$ cat src/rtl/input_debounce_events.sv
// Multi-channel switch conditioner: synchroniser, debounce on a shared 1 ms tick, rise/fall event pulses.
// Optional long-press detector compiled in when DEBOUNCE_LONG_PRESS_EN is defined.
module input_debounce_events #(
    parameter int clk_freq        = 100_000_000,
    parameter int stable_time     = 10,
    parameter int input_count     = 16,
    parameter int sync_stages     = 2,
    parameter int long_press_time = 1000
) (
    input  logic                   clk,
    input  logic                   reset,
    input  logic [input_count-1:0] switch_inputs,
    output logic [input_count-1:0] switch_outputs,
    output logic [input_count-1:0] rise_pulse,
    output logic [input_count-1:0] fall_pulse,
    output logic [input_count-1:0] long_press,
    output logic [input_count-1:0] long_held,
    output logic                   any_event
);

    localparam int DIV = clk_freq / 1000;
    localparam int PW  = (DIV > 1) ? $clog2(DIV) : 1;
    localparam int DW  = $clog2(stable_time + 1);

    logic [PW-1:0]          pre_cnt;
    logic                   tick;
    logic [input_count-1:0] sync_q [sync_stages];
    logic [input_count-1:0] s;
    logic [DW-1:0]          db_cnt [input_count];
    logic [input_count-1:0] accept;
    logic [input_count-1:0] out_next;

    assign tick = (pre_cnt == PW'(DIV - 1));

    always_ff @(posedge clk or posedge reset) begin
        if (reset) begin
            pre_cnt <= '0;
        end else if (tick) begin
            pre_cnt <= '0;
        end else begin
            pre_cnt <= pre_cnt + PW'(1);
        end
    end

    always_ff @(posedge clk or posedge reset) begin
        if (reset) begin
            for (int k = 0; k < sync_stages; k++) sync_q[k] <= '0;
        end else begin
            sync_q[0] <= switch_inputs;
            for (int k = 1; k < sync_stages; k++) sync_q[k] <= sync_q[k-1];
        end
    end

    assign s = sync_q[sync_stages-1];

    // A channel flips on the tick that completes stable_time consecutive mismatching ticks.
    always_comb begin
        accept = '0;
        for (int i = 0; i < input_count; i++) begin
            accept[i] = (s[i] != switch_outputs[i]) && tick &&
                        (db_cnt[i] == DW'(stable_time - 1));
        end
        out_next = switch_outputs ^ accept;
    end

    always_ff @(posedge clk or posedge reset) begin
        if (reset) begin
            for (int i = 0; i < input_count; i++) db_cnt[i] <= '0;
            switch_outputs <= '0;
            rise_pulse     <= '0;
            fall_pulse     <= '0;
        end else begin
            for (int i = 0; i < input_count; i++) begin
                if (s[i] == switch_outputs[i] || accept[i]) begin
                    db_cnt[i] <= '0;
                end else if (tick) begin
                    db_cnt[i] <= db_cnt[i] + DW'(1);
                end
            end
            switch_outputs <= out_next;
            rise_pulse     <= accept & out_next;
            fall_pulse     <= accept & ~out_next;
        end
    end

    assign any_event = |(rise_pulse | fall_pulse);

`ifdef DEBOUNCE_LONG_PRESS_EN
    localparam int LW = $clog2(long_press_time + 1);

    logic [LW-1:0] lp_cnt [input_count];

    // Clearing on out_next drops long_held in the same cycle the fall pulse appears;
    // counting on the registered level starts the count on the first tick after the rise.
    always_ff @(posedge clk or posedge reset) begin
        if (reset) begin
            for (int i = 0; i < input_count; i++) lp_cnt[i] <= '0;
            long_press <= '0;
            long_held  <= '0;
        end else begin
            for (int i = 0; i < input_count; i++) begin
                long_press[i] <= 1'b0;
                if (!out_next[i]) begin
                    lp_cnt[i]    <= '0;
                    long_held[i] <= 1'b0;
                end else if (switch_outputs[i] && tick &&
                             lp_cnt[i] != LW'(long_press_time)) begin
                    lp_cnt[i] <= lp_cnt[i] + LW'(1);
                    if (lp_cnt[i] == LW'(long_press_time - 1)) begin
                        long_press[i] <= 1'b1;
                        long_held[i]  <= 1'b1;
                    end
                end
            end
        end
    end
`else
    assign long_press = '0;
    assign long_held  = '0;
`endif

endmodule

$ cat config.mk
export PLATFORM = sky130hd
export DESIGN_NAME = input_debounce_events
export DESIGN_NICKNAME = d
export VERILOG_FILES = /design/src/rtl/input_debounce_events.sv
export SDC_FILE = /design/constraint.sdc
export NUM_CORES = 1
export LEC_CHECK = 0
export CAP_MARGIN = 25
export CORE_UTILIZATION = 40
export DETAILED_ROUTE_END_ITERATION = 10
export MAX_ROUTING_LAYER = met4
export PLACE_DENSITY_LB_ADDON = 0.25
export SYNTH_ARGS = -nofsm -noshare
export SYNTH_HDL_FRONTEND = slang
export SYNTH_SLANG_ARGS = --single-unit
$ cat constraint.sdc
create_clock -name clk -period 4.95 [get_ports clk]
set_clock_uncertainty 0.2 [all_clocks]
set_input_delay 0.7425 -clock clk [delete_from_list [all_inputs] [get_ports clk]]
set_output_delay 0.7425 -clock clk [all_outputs]
set_load 0.05 [all_outputs]
======== Word-level counts from Yosys, hierarchy flattened ========
Index checks and enable logic that the tools add are counted.
cells by class
  add/subtract/negate cells ............... 17
  equal/unequal tests ..................... 49
  mux-type cells .......................... 33
  bitwise logic cells ..................... 5
  reductions and logical operators ........ 65
operators by type and width
  operator               count
  $mux 4                 32
  $add 4x1->4 const B    16
  $eq 4x4->1 const B     16
  $and 16x16->16         2
  $logic_and 1x1->1      32
  $reduce_bool 2->1      16
  $add 17x1->17 const B  1
  $eq 17x17->1 const B   1
  $mux 17                1
  $eq 1x1->1             16
  $logic_or 1x1->1       16
  $ne 1x1->1             16
  $not 16->16            1
  $or 16x16->16          1
  $reduce_or 16->1       1
  $xor 16x16->16         1
storage, ports and cells
  flip-flop bits (word level) ............. 161
  bits of input ports ..................... 18
  logic and storage cells ................. 191

======== Depth between registers and ports, before layout ========
  depth after elaboration ................. 6
  gate-level depth with buffers ........... 11
  gate-level depth less buffers ........... 7

======== Least setup slack after synthesis ========
No wires, ideal clock.
  path kind ............................... register to register
  start ................................... reg pre_cnt[5]
  end ..................................... reg switch_outputs[10]
  library setup time ...................... 0.063 ns
  arrival time ............................ 2.444 ns
  data required time ...................... 4.687 ns
  path slack .............................. 2.243 ns
  cell stages (with the launch flop) ...... 11
  clock period less this slack ............ 2.707 ns
  cell sequence ........................... dfrtp_1 -> or3_1 -> or3_1 -> buf_6 -> buf_6 -> or2_1 -> buf_2 -> buf_6 -> nor3b_1 -> ha_1 -> inv_1
on the way
  longest elaborated chain between the ends .. 4
RTL lines
  element                          line  RTL
  from (decl)                      25    logic [PW-1:0] pre_cnt;
  from (signal assigned)           41    pre_cnt <= pre_cnt + PW'(1);
  $eq 17x17->1                     33    assign tick = (pre_cnt == PW'(DIV - 1));
  $logic_and 1x1->1 (2 in series)  60    accept[i] = (s[i] != switch_outputs[i]) && tick &&
  $xor 16x16->16                   63    out_next = switch_outputs ^ accept;
  named net out_next[10]           31    logic [input_count-1:0] out_next;
  to (signal assigned)             80    switch_outputs <= out_next;
  to (decl)                        13    output logic [input_count-1:0] switch_outputs,
The timed path passes the listed nets, and every way through them passes these cells.
A chain may end at the register's enable or synchronous reset.

======== Worst setup path in the final report ========
  start ................................... reg rise_pulse[8]
  end ..................................... out any_event
on the way
  longest elaborated chain between the ends .. 2
RTL lines
  element                 line  RTL
  from (decl)             14    output logic [input_count-1:0] rise_pulse,
  from (signal assigned)  81    rise_pulse <= accept & out_next;
  $or 16x16->16           86    assign any_event = |(rise_pulse | fall_pulse);
  $reduce_or 16->1        86
  to (decl)               18    output logic any_event
No other way between the ends.

==> impl_metrics.env <==
export IMPL_clock_fmax_ghz=0.273
export IMPL_drive_gt1_share_pct=5.16
export IMPL_yosysWarnings=0
export IMPL_hold_slack_ps=140
export IMPL_fp_dieW_um=141
export IMPL_overflow=0
export IMPL_path_class="register to output pin"
export IMPL_antenna_cells=0
export IMPL_hold_class="register to register"
export IMPL_rsz0062_at_grt="no"
export IMPL_netlist_top_cell_by_area="dfrtp_1"
export IMPL_vias=5304
export IMPL_tightest_slew_ps=996
export IMPL_drc_errors=0
export IMPL_fillers=1638
export IMPL_first_pass_iters=4
export IMPL_portBuffers=66
export IMPL_stdcell_count=1009
export IMPL_syn_area_um2=7690
export IMPL_yosys_register_bits=161
export IMPL_cts_buffer_depth=2
export IMPL_ir_worst_vdd_mv=0.222
export IMPL_power_density_nw_per_um2=313
export IMPL_clk_latency_ps=430
export IMPL_cp_required_ps=4010
export IMPL_synth_cell_types=31
export IMPL_maxCapViolCount=0
export IMPL_finalCriticalPeriod_ps=3670
export IMPL_ant_nets=0
export IMPL_antenna_found_initial=0
export IMPL_synth_seq_area_share_pct=52.4
export IMPL_finalMaxSlewViolations=0
export IMPL_coreArea_um2=18800
export IMPL_rows=50
export IMPL_startpoint_type="register"
export IMPL_cts_resized=0
export IMPL_die_area_um2=19800
export IMPL_grt_pass1_vias=5213
export IMPL_cts_setup_buffers=0
export IMPL_totalWireLength_um=14800
export IMPL_syn_to_final_growth_pct=17.7
export IMPL_fin_crit_sh_pct=74.1
export IMPL_post_place_cells=977
export IMPL_power_mw=2.83
export IMPL_io_pin_count=99
export IMPL_grt_use_total_pct=16.7
export IMPL_multi_input_area_um2=3210
export IMPL_hold_viol=0
export IMPL_fin_util_pct=48.3
export IMPL_p_leak_nw=4.03
export IMPL_max_slew_margin_pct=33.6
export IMPL_viasPerCell=5.26
export IMPL_clockRootBuffer="clkbuf_16"
export IMPL_finalNetCount=845
export IMPL_layout_commonest_cell="dfrtp_1"
export IMPL_layout_common_cells="161 x dfrtp_1, 66 x clkdlybuf4s50_1, 65 x a21oi_1, 65 x ha_1, 58 x or4_1"
export IMPL_regArea_um2=4030
export IMPL_path_max_fanout=2
export IMPL_crit_arrival_ps=2730
export IMPL_h_tree_depth=4
export IMPL_dpl_hpwl_um=9440
export IMPL_tns_ps=0
export IMPL_outcome="finished clean"
export IMPL_cts_tree="yes"
export IMPL_place_congestion=0.763
export IMPL_grt_max_degree=162
export IMPL_initial_utilization_pct=41.0
export IMPL_crit_chain="nor4_1 -> nand4_1 -> or2_2 -> clkdlybuf4s50_1"
export IMPL_ys_top_cells_by_area="dfrtp_1 52%, ha_1 11%, or4_1 5.7%"
export IMPL_clkTransAtPathRegs_ps=60
export IMPL_cp_slowest_stage_delay_ps=700
export IMPL_ctsHoldBuffers=0
export IMPL_wire_per_inst_um=14.7
export IMPL_slowest_stage="clkdlybuf4s50_1"
export IMPL_die_h_um=141
export IMPL_grt_pass1_wl_um=25500
export IMPL_cts_buffers=17
export IMPL_crit_path_end_kind="output pin"
export IMPL_clock_sinks=161
export IMPL_syn_area_per_cell_um2=10.9
export IMPL_synthCells=704
export IMPL_dr_first_iter_drc_count=323
export IMPL_setup_viol=0
export IMPL_synth_top_area_share_pct=52.4
[sequential cells by signal (all words and copies together), names as in the netlist]
register and count:
s 16, pre_cnt 17, switch_outputs 16, rise_pulse 16, fall_pulse 16, sync_q 16, db_cnt 64
[cell usage after synthesis, drive strengths merged]
master / n
nor3b: 16
xor2: 3
buf: 39
dfrtp: 161
nand4: 14
nor3: 3
conb: 1
and2: 2
and4: 1
nor4: 9
o21ai: 49
xnor2: 27
nand3: 38
nor2: 17
nand2: 4
and3b: 16
a21oi: 65
nor2b: 17
or3: 3
clkbuf: 24
nand4bb: 1
ha: 65
or4: 58
o31ai: 16
and4b: 1
and3: 2
or2: 2
inv: 50
[routing by layer]
metal | share of wire [%] | vias up | GRT usage (%)
met5 | 0 | - | -
met4 | 1.0 | 0 | 5.89
met3 | 2.9 | 14 | 3.74
met2 | 52 | 87 | 26.9
met1 | 44 | 2652 | 20.7
li1 | - | 2551 | -
[cells by family after synthesis]
family                   count (synthesis)  synth area share, %
other                                    1               0.0487
buffers and inverters                  113                 7.51
XOR/XNOR                                30                 3.42
flip-flops                             161                 52.4
AND/OR/NAND/NOR                        204                 17.1
AO/OA/AOI/OAI                          130                 8.98
adder cells (fa/ha/maj)                 65                 10.6
[path summary, 6_finish.rpt]
kind / from / endpoint / slack (ps) / cells past startpoint
min in group asynchronous: reset / sync_q[31] / 680 / 3
hold reg to reg: sync_q[27] / s[11] / 140 / 0
setup reg to reg: pre_cnt[5] / switch_outputs[9] / 2030 / 6
hold / removal: sync_q[27] / s[11] / 140 / 0
max in group asynchronous: reset / db_cnt[36] / 3180 / 3
setup / recovery: rise_pulse[8] / any_event / 1280 / 4
[cell type report]
type | instances | share of cell area [%]
sequential | 161 | 44.5
multi-input combinational | 461 | 35.4
timing repair buffer | 71 | 7.85
clock buffer | 19 | 4.89
tap | 234 | 3.23
inverter | 50 | 2.11
clock inverter | 13 | 2.03
[metrics by stage]
stage                     cell area (µm²)  worst slack, ps
after floorplan                      7810             1960
after global placement               8430             1780
after detailed placement             8430             1670
after CTS                            9060             1210
after global routing                 9060             1210
final                                9060             1280
[report_power, final]
group          switching (mW)  internal [mW]
Clock                   0.532          0.858
Combinational          0.0896         0.0175
Sequential            0.00455           1.33
Total                   0.626           2.21
[critical path: cells and delay by family (launching register included)]
kind                   cells  cell delay [ps]
and+or+nand+nor            3             1220
buffers and inverters      1              700
DFF                        1              380
Power figures use the tool's default switching activity.
